### config.mk
export PLATFORM = sky130hd
export DESIGN_NAME = vga_text_render
export DESIGN_NICKNAME = d
export VERILOG_FILES = /design/src/rtl/vga_text_render.sv
export SDC_FILE = /design/constraint.sdc
export NUM_CORES = 1
export LEC_CHECK = 0
export CAP_MARGIN = 30
export CORE_MARGIN = 1.5
export CORE_UTILIZATION = 43
export CTS_BUF_LIST = sky130_fd_sc_hd__clkbuf_16
export CTS_CLUSTER_SIZE = 25
export DETAILED_ROUTE_END_ITERATION = 8
export PLACE_DENSITY = 0.9
export SLEW_MARGIN = 40
export SYNTH_ARGS = -nofsm -noshare
export SYNTH_HDL_FRONTEND = slang
export SYNTH_SLANG_ARGS = --single-unit
export TNS_END_PERCENT = 5
### constraint.sdc
create_clock -name Clk -period 2 [get_ports Clk]
set_clock_uncertainty 0.1 [all_clocks]
set_input_delay 0.6 -clock Clk [delete_from_list [all_inputs] [get_ports Clk]]
set_output_delay 0.6 -clock Clk [all_outputs]
set_load 0.01 [all_outputs]
### src/rtl/vga_text_render.sv
// vga_text_render: 80x30 text-mode pixel pipeline (8x16 glyphs, 640x480).
// Sits directly behind the VGA timing generator. It fetches a character code
// from the text RAM and a glyph row from the font ROM, then drives 12-bit RGB.
// Sync and display enable are delayed to stay aligned with the pixel data.
//
// Pipeline timing (input cycle = cycle 0):
//   edge 1 (S0): text_addr, glyph_row, bit_sel, cursor hit and de are registered.
//                text_data is valid during cycle 1.
//   edge 2 (S1): font_addr, inverse, bit_sel, cursor hit and de are registered.
//                font_data is valid during cycle 2.
//   edge 3 (S3): vga_rgb is registered, together with the 3rd sync/de stage.
// No handshake: the stage accepts one pixel per Clk, unconditionally.
module vga_text_render #(
    parameter int          COLS         = 80,
    parameter int          LINES        = 30,
    parameter logic [11:0] FG_RGB       = 12'hFFF,
    parameter logic [11:0] BG_RGB       = 12'h000,
    parameter int          BLINK_FRAMES = 30
) (
    input  logic        Clk,
    input  logic        rst,
    input  logic        h_sync_in,
    input  logic        v_sync_in,
    input  logic        de_in,
    input  logic        frame_in,
    input  logic [8:0]  row,
    input  logic [9:0]  col,
    input  logic        cursor_en,
    input  logic [6:0]  cursor_x,
    input  logic [4:0]  cursor_y,
    output logic [11:0] text_addr,
    input  logic [7:0]  text_data,
    output logic [10:0] font_addr,
    input  logic [7:0]  font_data,
    output logic [11:0] vga_rgb,
    output logic        h_sync_out,
    output logic        v_sync_out,
    output logic        de_out
);

    // Character cell coordinates of the incoming pixel
    logic [6:0]  cell_x;
    logic [4:0]  cell_y;
    logic [11:0] addr_next;
    logic        hit_next;
    logic        cursor_in_range;

    // S0 registers
    logic [3:0]  glyph_row_s0;
    logic [2:0]  bit_sel_s0;
    logic        hit_s0;

    // S1 registers
    logic        inv_s1;
    logic [2:0]  bit_sel_s1;
    logic        hit_s1;

    // Sync / de shift registers; index 2 is the output stage
    logic [2:0]  hs_sr;
    logic [2:0]  vs_sr;
    logic [2:0]  de_sr;

    // S2 combinational pixel
    logic        pix_s2;

    // Cursor blink state
    logic        frame_q;
    logic        frame_edge;
    logic [7:0]  blink_cnt;
    logic        blink_on;

    assign cell_x = col[9:3];
    assign cell_y = row[8:4];

    // S0 address and cursor-hit computation from the raw coordinates
    always_comb begin
        addr_next       = 12'd0;
        cursor_in_range = (int'(cursor_x) < COLS) && (int'(cursor_y) < LINES);
        hit_next        = 1'b0;
        if (de_in) begin
            addr_next = 12'({7'd0, cell_y}) * 12'(COLS) + 12'({5'd0, cell_x});
            hit_next  = cursor_en && blink_on && cursor_in_range &&
                        (cell_x == cursor_x) && (cell_y == cursor_y);
        end
    end

    // S0: present the text RAM address and capture per-pixel fields
    always_ff @(posedge Clk or negedge rst) begin
        if (!rst) begin
            text_addr    <= 12'd0;
            glyph_row_s0 <= 4'd0;
            bit_sel_s0   <= 3'd0;
            hit_s0       <= 1'b0;
        end else begin
            text_addr    <= addr_next;
            glyph_row_s0 <= row[3:0];
            bit_sel_s0   <= col[2:0];
            hit_s0       <= hit_next;
        end
    end

    // S1: text_data has arrived; present the font ROM address
    always_ff @(posedge Clk or negedge rst) begin
        if (!rst) begin
            font_addr  <= 11'd0;
            inv_s1     <= 1'b0;
            bit_sel_s1 <= 3'd0;
            hit_s1     <= 1'b0;
        end else begin
            font_addr  <= {text_data[6:0], glyph_row_s0};
            inv_s1     <= text_data[7];
            bit_sel_s1 <= bit_sel_s0;
            hit_s1     <= hit_s0;
        end
    end

    // S2: select the glyph bit (bit7 is the leftmost pixel), apply inverse and cursor
    always_comb begin
        pix_s2 = font_data[3'd7 - bit_sel_s1] ^ inv_s1 ^ hit_s1;
    end

    // S3: colour the pixel, forcing black outside the active area
    always_ff @(posedge Clk or negedge rst) begin
        if (!rst) begin
            vga_rgb <= 12'h000;
        end else begin
            vga_rgb <= de_sr[1] ? (pix_s2 ? FG_RGB : BG_RGB) : 12'h000;
        end
    end

    // Delay sync and de by three cycles to match the pixel pipeline
    always_ff @(posedge Clk or negedge rst) begin
        if (!rst) begin
            hs_sr <= 3'b111;
            vs_sr <= 3'b111;
            de_sr <= 3'b000;
        end else begin
            hs_sr <= {hs_sr[1:0], h_sync_in};
            vs_sr <= {vs_sr[1:0], v_sync_in};
            de_sr <= {de_sr[1:0], de_in};
        end
    end

    assign h_sync_out = hs_sr[2];
    assign v_sync_out = vs_sr[2];
    assign de_out     = de_sr[2];

    // A long frame pulse counts only once, on its rising edge
    assign frame_edge = frame_in && !frame_q;

    // Cursor blink: toggle blink_on every BLINK_FRAMES frames
    always_ff @(posedge Clk or negedge rst) begin
        if (!rst) begin
            frame_q   <= 1'b0;
            blink_cnt <= 8'd0;
            blink_on  <= 1'b0;
        end else begin
            frame_q <= frame_in;
            if (frame_edge) begin
                if (blink_cnt == 8'(BLINK_FRAMES - 1)) begin
                    blink_cnt <= 8'd0;
                    blink_on  <= !blink_on;
                end else begin
                    blink_cnt <= blink_cnt + 8'd1;
                end
            end
        end
    end

endmodule

==> qor.csv <==
stage;metric;value;unit
worst_setup_path;crit_cells;9;
clock_network;clock_latency;280;ps
synthesis;yosysWarnings;0;
worst_setup_path;rr_worst_depth;4;
clock_network;cts_tree;done;
worst_setup_path;path_max_fanout;2;
route;ant_nets;0;
worst_setup_path;crit_type;in -> reg;
route;routed_wl;5620;um
worst_setup_path;r2r_slack;400;ps
layout;multi_input_area;973;sq um
timing;hold_slack;208;ps
pwr;peakVddDrop;0.375;mV
layout;fin_nets;364;
timing;hold_viol;0;
grt;first_global_vias;1972;
grt;grt_overflow;0;
worst_setup_path;cp-end-kind;flop;
layout;layout-drive-gt1-share;23.5;%
hold_path;hp-class;in -> async;
route;detailroute.via_count;1789;
placement;place_congestion;0.809;
route;viasPerCell;4.86;
synthesis;seq_area_frac_synth;59.5;%
synthesis;synthCells;184;
placement;portBuffers;91;
worst_setup_path;worstPathRequired;2050;ps
pwr;power_density;759;nW/um^2
grt;grt_pass1_wl;9010;um
worst_setup_path;path_cells;buf_8 > ha_4 > ha_4 > inv_2 > fa_2 > xor2_2 > a2111oi_4 > nand2b_1 > mux2i_1;
worst_setup_path;crit_family;adder cells;
floorplan;num_rows;26;
synthesis;yosys-top-cells-area;dfrtp_1 (53%), dfstp_2 (6.7%), ha_1 (5.8%);
worst_setup_path;cpPeakStageDelay;360;ps
timing;rsz0062_at_grt;yes;
worst_setup_path;cp_num_buf_inv;2;
status;status;complete, but fails checks;
synthesis;synth_cell_types;34;
grt;antenna_found_initial;0;
timing;max-slew-margin-rel;78.2;%
route;first_pass_iters;4;
synthesis;synth_area;2370;sq um
worst_setup_path;critPathArrivalTime;2330;ps
synthesis;synth_ff_type;dfrtp_1;
layout;n_fill_cell;362;
pwr;power.leakage;1.74;nW
synthesis;async_flop_share;100;%
clock_network;clock_sinks;56;
timing;period_minus_slack;2270;ps
worst_setup_path;crit_top_cell;ha_4;
clock_network;ctsHoldBuffers;0;
clock_network;root_buffer;clkbuf_16;
grt;grt_max_degree;57;
grt;grt_use_total;19.6;%
run;drv_cap;0;
synthesis;synth_top_area_share;52.8;%
floorplan;die-width;77.2;um
route;drtIter0Drc;50;
timing;period_share;114;%
timing;worst_slack;-274;ps
clock_network;htreeDepth;2;
floorplan;die_area;5960;sq um
clock_network;clk_pin_slew;70;ps
layout;seq_area;1410;sq um
clock_network;cts_buffer_depth;2;
worst_setup_path;cp-start-kind;primary input;
floorplan;core_region_area;5200;sq um
synthesis;ys_top_cells_by_count;dfrtp_1 (50), xnor2_1 (14), inv_1 (12), buf_4 (11), ha_1 (11);
pwr;finalPower;2.88;mW
synthesis;synth_area_leader_cell;dfrtp_1;
status;violations;negative setup slack;
clock_network;cts_buffers;5;
synthesis;yosysMostFrequentCell;dfrtp_1;
placement;hpwlAfterDp;3960;um
worst_setup_path;r2r-end;vga_rgb[10]$_DFF_PN0_;
timing;tightest_slew;325;ps
worst_setup_path;worstReg2RegStart;bit_sel_s1[0]$_DFF_PN0_;
timing;fmax;440;MHz
worst_setup_path;worst_path_max_delay_cell;fa_2;
timing;setup_viol;4;
floorplan;ios;92;
synthesis;synth_edf_count;0;
synthesis;avgSynthCellArea;12.9;sq um
floorplan;start_util;45.5;%
synthesis;synth_nets;251;
layout;diodes;0;
synthesis;ys_seq_elements;56;
route;drc;0;
route;wl_per_cell;15.3;um
timing;slew_violations;0;
floorplan;die-height;77.2;um
layout;area_growth;60.2;%
==> metal layers <==
layer	GRT usage (%)	routed length (um)	up-vias
met4	8.55	163	0
li1	-	-	828
met2	36.7	3060	90
met5	0	0	-
met3	4.88	352	16
met1	20.6	2050	855
==> registers in the layout, summed over array words and instances (netlist names) <==
name,count
bit_sel_s1,3
blink_on,1
hs_sr,3
blink_cnt,8
bit_sel_s0,3
text_addr,12
vga_rgb,1
vs_sr,3
font_addr,11
inv_s1,1
hit_s0,1
hit_s1,1
glyph_row_s0,4
frame_q,1
de_sr,3
==> worst register-to-register path, cell delays in order, from the launching register on <==
cell and delay (ps):
dfrtp_1 370, mux4_1 570, mux2i_1 210, xnor2_1 100, and2_1 150
==> kinds of logic (layout without fill, tap and decap cells) <==
group	after synthesis	after routing	synth area share, %
xor gates and xnor gates	22	22	8.14
AOI/OAI and AO/OA	17	17	4.75
adders and majority gates	13	13	7.50
DFF	56	56	59.5
buffers and inverters	24	138	5.60
and+or+nand+nor	47	47	11.0
muxes	5	5	3.54
==> how the worst max path moves through the flow <==
stage	endpoint	slack, ps	startpoint
floorplan	text_addr[10]$_DFF_PN0_	-290	row[7]
global placement	text_addr[10]$_DFF_PN0_	-820	row[5]
detailed placement	text_addr[11]$_DFF_PN0_	-930	row[5]
CTS	text_addr[10]$_DFF_PN0_	-140	row[5]
global route	text_addr[10]$_DFF_PN0_	-340	row[5]
finish	text_addr[10]$_DFF_PN0_	-270	row[5]
==> placed cells by master (no fill, tap or decap), drive strengths merged, types with 2 or more instances in the layout <==
master / synthesis / routed
clkdlybuf4s50: 0 / 68
mux2i: 2 / 2
nor2: 10 / 10
dfrtp: 50 / 50
a2111oi: 2 / 2
nand2: 8 / 8
dlygate4sd2: 0 / 11
dlymetal6s2s: 0 / 6
dfstp: 6 / 6
clkbuf: 1 / 5
nand3: 3 / 3
xor2: 8 / 8
a21o: 2 / 2
inv: 12 / 13
mux4: 2 / 2
or2: 2 / 2
a21oi: 5 / 5
o21ai: 3 / 3
nand3b: 3 / 3
and3: 2 / 2
ha: 11 / 11
nand2b: 4 / 4
nand4: 2 / 2
nor3: 3 / 3
fa: 2 / 2
xnor2: 14 / 14
and2: 7 / 7
buf: 11 / 33
==> power breakdown <==
part	total, mW	switching (mW)	internal (mW)
Sequential	1.31	0.0690	1.24
Combinational	0.706	0.307	0.399
Clock	0.862	0.388	0.475
==> final cells by class <==
cell class	instances	area share, %
Timing Repair Buffer	118	29.7
Clock inverter	3	0.726
Sequential cell	56	37.2
Inverter	12	1.19
Clock buffer	5	3.30
Multi-Input combinational cell	104	25.7
Tap cell	70	2.31
==> what timing repair did <==
action | CTS | global route
setup endpoints to repair | 21 | 10
resized for setup | 53 | 12
pin swaps | 10 | 4
buffers inserted | 3 | 0
==> per-stage QoR <==
stage | utilization (%) | cells | TNS [ps] | worst slack (ps) | area (sq um)
floorplan | - | 184 | -810 | -287 | 2400
global placement | 67.2 | 357 | -4860 | -816 | 3500
detailed placement | 67.2 | 357 | -5590 | -929 | 3500
CTS | 71.9 | 368 | -432 | -140 | 3740
global route | 72.9 | 368 | -837 | -340 | 3790
finish | 72.9 | 368 | -648 | -274 | 3790
Note: power is estimated with default switching activity, not from simulation.
